<file path="src/rtl/dmem_bridge_if.sv">
// Core-side request/response and SRAM-side bus of the data-memory bridge.
// The slave modport is the bridge; the master modport is the core plus SRAM environment.
interface dmem_bridge_if #(
    parameter int ADDR_WIDTH = 10
);
    // core side
    logic                  req;
    logic                  we_re;
    logic [3:0]            mask;
    logic [31:0]           addr;
    logic [31:0]           wdata;
    logic                  valid;
    logic [31:0]           rdata;
    logic                  err;
    // SRAM side
    logic                  mem_cs;
    logic                  mem_we;
    logic [3:0]            mem_be;
    logic [ADDR_WIDTH-1:0] mem_addr;
    logic [31:0]           mem_wdata;
    logic [31:0]           mem_rdata;
    logic                  mem_ready;

    modport slave (
        input  req, we_re, mask, addr, wdata, mem_rdata, mem_ready,
        output valid, rdata, err, mem_cs, mem_we, mem_be, mem_addr, mem_wdata
    );

    modport master (
        output req, we_re, mask, addr, wdata, mem_rdata, mem_ready,
        input  valid, rdata, err, mem_cs, mem_we, mem_be, mem_addr, mem_wdata
    );
endinterface

</file>
<file path="src/rtl/dmem_bridge.sv">
// Data-memory bridge: one outstanding load/store from the core to a wait-stated,
// byte-enabled SRAM, with window range check and a ready timeout.
module dmem_bridge #(
    parameter int          ADDR_WIDTH = 10,
    parameter logic [31:0] BASE_ADDR  = 32'h0000_2000,
    parameter logic [7:0]  TIMEOUT    = 8'd255
) (
    input  logic         clk,
    input  logic         rst,
    dmem_bridge_if.slave bus
);
    localparam int TAG_LSB = ADDR_WIDTH + 2;

    typedef enum logic [1:0] {IDLE, ACCESS, DONE, ERR} state_t;

    typedef struct packed {
        logic                  cs;
        logic                  we;
        logic [3:0]            be;
        logic [ADDR_WIDTH-1:0] addr;
        logic [31:0]           wdata;
    } mem_req_t;

    state_t      state, state_d;
    mem_req_t    mreq, mreq_d;
    logic [7:0]  cnt, cnt_d;
    logic        valid_q, valid_d;
    logic        err_q, err_d;
    logic [31:0] rdata_q, rdata_d;
    logic        in_range;
    logic        unused_addr_lsb;

    assign in_range        = (bus.addr[31:TAG_LSB] == BASE_ADDR[31:TAG_LSB]);
    // Byte lanes come only from mask; the low address bits carry no information here.
    assign unused_addr_lsb = ^bus.addr[1:0];

    always_comb begin
        state_d = state;
        mreq_d  = mreq;
        cnt_d   = cnt;
        valid_d = 1'b0;
        err_d   = 1'b0;
        rdata_d = rdata_q;
        case (state)
            IDLE: begin
                if (bus.req) begin
                    if (!in_range) begin
                        state_d = ERR;
                        valid_d = 1'b1;
                        err_d   = 1'b1;
                        rdata_d = '0;
                    end else if (bus.we_re && bus.mask == 4'b0000) begin
                        // empty store: nothing to write, complete without an SRAM cycle
                        state_d = DONE;
                        valid_d = 1'b1;
                        rdata_d = '0;
                    end else begin
                        state_d      = ACCESS;
                        mreq_d.cs    = 1'b1;
                        mreq_d.we    = bus.we_re;
                        mreq_d.be    = bus.we_re ? bus.mask : 4'b1111;
                        mreq_d.addr  = bus.addr[TAG_LSB-1:2];
                        mreq_d.wdata = bus.wdata;
                        cnt_d        = '0;
                    end
                end
            end
            ACCESS: begin
                cnt_d = cnt + 8'd1;
                // ready is checked first so a late ready on the timeout edge still completes
                if (bus.mem_ready) begin
                    state_d   = DONE;
                    valid_d   = 1'b1;
                    rdata_d   = mreq.we ? '0 : bus.mem_rdata;
                    mreq_d.cs = 1'b0;
                    mreq_d.we = 1'b0;
                    mreq_d.be = '0;
                end else if (cnt == TIMEOUT) begin
                    state_d   = ERR;
                    valid_d   = 1'b1;
                    err_d     = 1'b1;
                    rdata_d   = '0;
                    mreq_d.cs = 1'b0;
                    mreq_d.we = 1'b0;
                    mreq_d.be = '0;
                end
            end
            DONE:    state_d = IDLE;
            ERR:     state_d = IDLE;
            default: state_d = IDLE;
        endcase
    end

    always_ff @(posedge clk or negedge rst) begin
        if (!rst) begin
            state   <= IDLE;
            mreq    <= '0;
            cnt     <= '0;
            valid_q <= 1'b0;
            err_q   <= 1'b0;
            rdata_q <= '0;
        end else begin
            state   <= state_d;
            mreq    <= mreq_d;
            cnt     <= cnt_d;
            valid_q <= valid_d;
            err_q   <= err_d;
            rdata_q <= rdata_d;
        end
    end

    assign bus.valid     = valid_q;
    assign bus.err       = err_q;
    assign bus.rdata     = rdata_q;
    assign bus.mem_cs    = mreq.cs;
    assign bus.mem_we    = mreq.we;
    assign bus.mem_be    = mreq.be;
    assign bus.mem_addr  = mreq.addr;
    assign bus.mem_wdata = mreq.wdata;
endmodule
</file>
<file path="src/flat_wrapper.sv">
// flat-port wrapper written by rule: the top's interface ports become plain ports
module dmem_bridge_flat 
#(
    parameter int          ADDR_WIDTH = 10,
    parameter logic [31:0] BASE_ADDR  = 32'h0000_2000,
    parameter logic [7:0]  TIMEOUT    = 8'd255
)
  (clk, rst, bus_req, bus_we_re, bus_mask, bus_addr, bus_wdata, bus_mem_rdata, bus_mem_ready, bus_valid, bus_rdata, bus_err, bus_mem_cs, bus_mem_we, bus_mem_be, bus_mem_addr, bus_mem_wdata);
  dmem_bridge_if #(.ADDR_WIDTH(ADDR_WIDTH)) bus_i ();
  input  logic clk;
  input  logic rst;
  input wire logic [$bits(bus_i.req)-1:0] bus_req;
  input wire logic [$bits(bus_i.we_re)-1:0] bus_we_re;
  input wire logic [$bits(bus_i.mask)-1:0] bus_mask;
  input wire logic [$bits(bus_i.addr)-1:0] bus_addr;
  input wire logic [$bits(bus_i.wdata)-1:0] bus_wdata;
  input wire logic [$bits(bus_i.mem_rdata)-1:0] bus_mem_rdata;
  input wire logic [$bits(bus_i.mem_ready)-1:0] bus_mem_ready;
  output wire logic [$bits(bus_i.valid)-1:0] bus_valid;
  output wire logic [$bits(bus_i.rdata)-1:0] bus_rdata;
  output wire logic [$bits(bus_i.err)-1:0] bus_err;
  output wire logic [$bits(bus_i.mem_cs)-1:0] bus_mem_cs;
  output wire logic [$bits(bus_i.mem_we)-1:0] bus_mem_we;
  output wire logic [$bits(bus_i.mem_be)-1:0] bus_mem_be;
  output wire logic [$bits(bus_i.mem_addr)-1:0] bus_mem_addr;
  output wire logic [$bits(bus_i.mem_wdata)-1:0] bus_mem_wdata;
  assign bus_i.req = bus_req;
  assign bus_i.we_re = bus_we_re;
  assign bus_i.mask = bus_mask;
  assign bus_i.addr = bus_addr;
  assign bus_i.wdata = bus_wdata;
  assign bus_i.mem_rdata = bus_mem_rdata;
  assign bus_i.mem_ready = bus_mem_ready;
  assign bus_valid = bus_i.valid;
  assign bus_rdata = bus_i.rdata;
  assign bus_err = bus_i.err;
  assign bus_mem_cs = bus_i.mem_cs;
  assign bus_mem_we = bus_i.mem_we;
  assign bus_mem_be = bus_i.mem_be;
  assign bus_mem_addr = bus_i.mem_addr;
  assign bus_mem_wdata = bus_i.mem_wdata;
  dmem_bridge #(.ADDR_WIDTH(ADDR_WIDTH), .BASE_ADDR(BASE_ADDR), .TIMEOUT(TIMEOUT)) u_core (.clk(clk), .rst(rst), .bus(bus_i));
endmodule
</file>
<file path="config.mk">
export PLATFORM = sky130hd
export DESIGN_NAME = dmem_bridge_flat
export DESIGN_NICKNAME = d
export VERILOG_FILES = /design/src/rtl/dmem_bridge_if.sv /design/src/rtl/dmem_bridge.sv /design/src/flat_wrapper.sv
export SDC_FILE = /design/constraint.sdc
export NUM_CORES = 1
export LEC_CHECK = 0
export CAP_MARGIN = 20
export CORE_MARGIN = 1
export CORE_UTILIZATION = 44
export CTS_CLUSTER_DIAMETER = 150
export DETAILED_ROUTE_END_ITERATION = 7
export GPL_TIMING_DRIVEN = 0
export MAX_ROUTING_LAYER = met4
export PLACE_DENSITY_LB_ADDON = 0.12
export SETUP_SLACK_MARGIN = 0.5
export SLEW_MARGIN = 20
export SYNTH_ARGS = -nofsm -noshare
export SYNTH_HDL_FRONTEND = slang
export SYNTH_SLANG_ARGS = --single-unit
</file>
<file path="constraint.sdc">
create_clock -name clk -period 4.7 [get_ports clk]
set_input_delay 1.175 -clock clk [delete_from_list [all_inputs] [get_ports clk]]
set_output_delay 1.175 -clock clk [all_outputs]
set_load 0.01 [all_outputs]
</file>
== Yosys cells after proc, flatten, opt, wreduce, memory -nomap -nowiden ==
Index checks and enable logic that the tools add are counted.

* $add $sub $neg: 1
* Eq/ne operators: 10
* Multiplexer cells: 34
* Bitwise operators: 1
* Reductions and logical operators: 10

{| class="wikitable"
|+ Operators by type and width
! kind !! number
|-
| 2-to-1 mux 32 bit || 6
|-
| 2-to-1 mux 48 bit || 3
|-
| one-hot mux 32 bit (2 select lines) || 1
|-
| 2-to-1 mux 8 bit || 3
|-
| == test 20 x 2 -> 1 bit (second input constant) || 1
|-
| one-hot mux 8 bit (2 select lines) || 1
|-
| 2-to-1 mux 6 bit || 2
|-
| one-hot mux 6 bit (2 select lines) || 1
|-
| AND reduction 4 bit || 3
|-
| 2-to-1 mux 2 bit || 5
|-
| adder 8 x 1 -> 8 bit (second input constant) || 1
|-
| == test 8 bit (second input constant) || 1
|-
| 2-to-1 mux 1 bit || 8
|-
| one-hot mux 2 bit (3 select lines) || 1
|-
| AND reduction 5 bit || 1
|-
| == test 2 bit (second input constant) || 2
|-
| zero test 4 bit || 1
|-
| 2-to-1 mux 4 bit || 1
|-
| inequality test 2 bit (second input constant) || 2
|-
| one-hot mux 1 bit (2 select lines) || 2
|-
| inequality test 3 x 2 -> 1 bit (second input constant) || 1
|-
| inequality test 3 bit (second input constant) || 1
|-
| == test 2 x 1 -> 1 bit (second input constant) || 1
|-
| zero test 2 bit || 1
|-
| other kinds (6) || 6
|}

* Register bits after elaboration: 92
* Input bits: 105
* Output and inout bits: 82
* Logic and storage cells: 66

== Depth between registers and ports, before layout ==
* Depth after elaboration: 6
* Depth in mapped cells: 7
* Gate-level depth less buffers: 5

== Worst setup path after synthesis ==
No wires, ideal clock.

* Kind: input to register
* Start point: in bus_mask[3]
* End point: reg u_core.mreq (netlist bit u_core.bus.mem_wdata[17])
* Library setup time: 125 ps
* Arrival time: 2,632 ps
* Data required time: 4,575 ps
* Setup slack: 1,943 ps
* Stages on the path: 6
* Path buffers: 2
* Cells stage by stage: or4_4 > or2_4 > nand4_4 > buf_12 > buf_12 > mux2_4

* Longest elaborated chain between the ends: 4

{| class="wikitable"
|+ Ends and longest elaborated chain
! what !! line !! text
|-
| from (decl) || flat_wrapper.sv:14 || <nowiki>input wire logic [$bits(bus_i.mask)-1:0] bus_mask;</nowiki>
|-
| zero test 4 bit || dmem_bridge.sv:52 || <nowiki>end else if (bus.we_re && bus.mask == 4'b0000) begin</nowiki>
|-
| logical AND 1 bit || dmem_bridge.sv:52 ||
|-
| NOT 1 bit (no line) || n/a ||
|-
| AND reduction 4 bit (no line) || n/a ||
|-
| to (signal assigned) || dmem_bridge.sv:104 || <nowiki>mreq <= mreq_d;</nowiki>
|-
| to (decl) || dmem_bridge.sv:25 || <nowiki>mem_req_t mreq, mreq_d;</nowiki>
|}

No other way between the ends.
A chain may end at the register's enable or synchronous reset.

== Worst setup path in the final report ==
* Start point: in bus_addr[14]
* End point: reg u_core.rdata_q[18] (netlist: u_core.bus.rdata[18])

* Longest elaborated chain between the ends: 4
* Elaborated cells on any way between the ends: 6
* Classes of those cells: 2 x eq/ne; 3 x mux; 1 x reduce/logical

{| class="wikitable"
|+ Ends and longest elaborated chain
! what !! line !! text
|-
| from (decl) || flat_wrapper.sv:15 || <nowiki>input wire logic [$bits(bus_i.addr)-1:0] bus_addr;</nowiki>
|-
| == test 20 x 2 -> 1 bit * || dmem_bridge.sv:33 || <nowiki>assign in_range = (bus.addr[31:TAG_LSB] == BASE_ADDR[31:TAG_LSB]);</nowiki>
|-
| 2-to-1 mux 32 bit || dmem_bridge.sv:47 || <nowiki>if (!in_range) begin</nowiki>
|-
| 2-to-1 mux 32 bit || dmem_bridge.sv:46 || <nowiki>if (bus.req) begin</nowiki>
|-
| one-hot mux 32 bit (2 select lines) || dmem_bridge.sv:44 || <nowiki>case (state)</nowiki>
|-
| to (signal assigned) || dmem_bridge.sv:108 || <nowiki>rdata_q <= rdata_d;</nowiki>
|-
| to (decl) || dmem_bridge.sv:29 || <nowiki>logic [31:0] rdata_q, rdata_d;</nowiki>
|}

Every way passes the cells marked *; elsewhere a longest branch is shown, timed or not. The select of a mux whose other input is x is not followed.

==> flow_summary.json <==
{
  "cap_viol_max_count": 0,
  "start_util_pct": 45.55,
  "pwr-share-clk_pct": 24.2,
  "synth_ff_type": "dfrtp_1",
  "antenna_found_initial": 0,
  "hold_buffers": 0,
  "power.internal_w": 0.001754,
  "vias": 3173,
  "ios": 187,
  "ir_drop_uv": 264.8,
  "cp-end-kind": "register",
  "syn_avg_cell_area_um2": 13.89,
  "syn_nets": 392,
  "clock_sinks": 92,
  "ant_nets": 0,
  "clk_path_buf_depth": 2,
  "tightest_slew_ns": 0.5697,
  "grt_pass1_vias": 3206,
  "synth_top_area_cell": "dfrtp_1",
  "worst_slack_ns": 1.746,
  "vias_per_cell": 5.333,
  "cts_root_buf": "clkbuf_8",
  "synth.area.top_cells": "dfrtp_1 58%, mux2_2 8.8%, a32o_1 8.1%",
  "ys_warn_count": 0,
  "die_h_um": 97.02,
  "gp_congestion": 0.7444,
  "synth.most_common_cell": "dfrtp_1",
  "syn_to_final_growth_pct": 56.41,
  "synth_seq_cells": 92,
  "cts_max_level": 3,
  "finalHoldViolCount": 0,
  "min_period_ns": 2.954,
  "dp_hpwl_um": 7449,
  "setup_viol": 0,
  "slew_viol_final": 0,
  "status": "complete, no violations",
  "max_freq_ghz": 0.3385,
  "drive_gt1_share_pct": 18.07,
  "crit_buf_inv": 2,
  "clk_latency_ns": 0.36,
  "swShare_pct": 30.83,
  "fp.dieW_um": 97.02,
  "comb_power_share_pct": 34.7,
  "crit_slowest_cell": "nor4_2",
  "rrSetupSlack_ns": 2.44,
  "post-route-period-util_pct": 62.85,
  "routedWlPerCell_um": 16.94,
  "rsz0062_at_grt": "false",
  "max_stage_delay_ns": 0.56,
  "fin_nets": 588,
  "cts_resized": 0,
  "skew_ns": 0.01044,
  "cts_tree": "yes",
  "antenna_cells": 0,
  "fp.coreArea_um2": 8721,
  "drt-initial-drc-count": 98,
  "share_seq_of_total_power_pct": 41.1,
  "power.density_nw_per_um2": 408.0,
  "slew-limit-headroom_pct": 61.70,
  "grt_pass1_wl_um": 16520,
  "first_pass_iters": 4,
  "cp.arrival_ns": 3.24,
  "drc": 0,
  "synth-seq-area-share_pct": 57.95,
  "p_leak_nw": 2.763,
  "yosysUniqueCellTypes": 40,
  "post_cts_buffers": 0,
  "yosys-top-cells-count": "92 x dfrtp_1, 32 x a32o_1, 31 x mux2_2",
  "row_count": 34,
  "cp_top_family": "simple AND/OR/NAND/NOR gates",
  "drt-total-wl_um": 10080,
  "syn_area_um2": 3973,
  "place_ws_ns": 1.396,
  "syn_inst": 286,
  "grt_max_degree": 62,
  "async_reset_ff_share_pct": 100.0,
  "clk_pin_slew_ns": 0.08,
  "cp.required_ns": 4.98,
  "port_buffers": 184,
  "grt.total_usage_pct": 22.85,
  "hold_path.class": "register to register",
  "crit_fanout": 10,
  "crit_type": "primary input to register",
  "crit_path_start_kind": "primary input",
  "crit_chain": "clkdlybuf4s50_1 > nor4_2 > nand3_1 > o21ai_2 > buf_2 > a32o_1",
  "overflow": 0,
  "synth_edf_count": 0,
  "dieArea_um2": 9413,
  "p_switching_w": 0.0007815,
  "power_w": 0.002535,
  "synth_top_cell_area_share_pct": 57.95,
  "cts_buffers": 9
}
-- path summary, 6_finish.rpt --
kind	end	cells after the start	startpoint
max	u_core.bus.rdata[18]$_DFFE_PN0P_	6	bus_addr[14]
min	u_core.bus.mem_addr[5]$_DFFE_PN0P_	1	u_core.bus.mem_addr[5]$_DFFE_PN0P_
max reg2reg	u_core.bus.rdata[18]$_DFFE_PN0P_	7	u_core.cnt[0]$_DFFE_PN0P_
min reg2reg	u_core.bus.mem_addr[5]$_DFFE_PN0P_	1	u_core.bus.mem_addr[5]$_DFFE_PN0P_
max in group asynchronous	u_core.bus.rdata[24]$_DFFE_PN0P_	2	rst
min in group asynchronous	u_core.cnt[4]$_DFFE_PN0P_	1	rst
-- power groups by stage --
stage	Sequential, W	Clock (W)	Combinational (W)
2_1_floorplan	0.00110	0	0.000407
3_3_place_gp	0.00105	0	0.000863
3_5_place_dp	0.00106	0	0.000882
4_1_cts	0.00104	0.000628	0.000888
5_1_grt	0.00106	0.000660	0.000958
6_report	0.00104	0.000613	0.000881
-- cell families after synthesis --
| family | share of synthesized area (%) |
|---|---|
| adders and majority gates | 0.3149 |
| and+or+nand+nor | 9.260 |
| muxes | 15.59 |
| AOI/OAI and AO/OA | 12.91 |
| DFF | 57.95 |
| buffers and inverters | 3.968 |
-- layout by cell type, fill, tap and decap left out, drive strengths merged, types with 2 or more instances in the layout --
cell / netlist / routed
a31oi: 3 / 3
mux2i: 6 / 6
or2: 2 / 2
o21ai: 13 / 13
and4: 2 / 2
nor3b: 2 / 2
nand4: 3 / 3
dfrtp: 92 / 92
a32o: 32 / 32
a22oi: 3 / 3
bufinv: 0 / 2
clkdlybuf4s50: 0 / 183
and2: 2 / 2
nor4: 4 / 4
buf: 14 / 16
mux2: 45 / 45
clkbuf: 7 / 18
o211ai: 4 / 4
nand3: 4 / 4
nand2: 11 / 11
inv: 3 / 3
clkinvlp: 0 / 2
nor2: 14 / 14
a21oi: 3 / 3
nand2b: 8 / 8
-- registers in the layout (all words and copies together) (netlist names), 2 cells and up --
register	count
u_core.bus.mem_wdata	32
u_core.bus.rdata	32
u_core.bus.mem_addr	10
u_core.cnt	8
u_core.bus.mem_be	4
u_core.state	2
-- per-stage QoR --
stage	TNS, ns	cell area (µm²)	util (%)	hold slack (ns)	cells
6_report	0	6213	71.25	0.5103	595
5_1_grt	0	6213	71.25	0.5206	595
4_1_cts	0	6213	71.25	0.5125	595
3_5_place_dp	0	5978	68.55	0.4943	579
3_3_place_gp	-91.29	5949	68.22	0.4867	578
2_1_floorplan	0	3973	-	0.5262	286
-- area by class of cell --
cell class | count | area (µm²)
buffer | 21 | 146.4
clock buffer | 11 | 151.4
clock inverter | 5 | 83.83
fill | 637 | 2507
inverter | 3 | 11.26
multi-input combinational | 170 | 1513
sequential | 92 | 2302
tap | 108 | 135.1
timing repair buffer | 185 | 1871
-- metal layers --
layer	up-vias	wire length, µm	global-route usage (%)
met1	1567	4258	28.61
met3	15	798	7.225
met4	0	160	7.577
li1	1469	-	-
met5	-	0	-
met2	122	4861	35.21
Power figures use the tool's default switching activity.
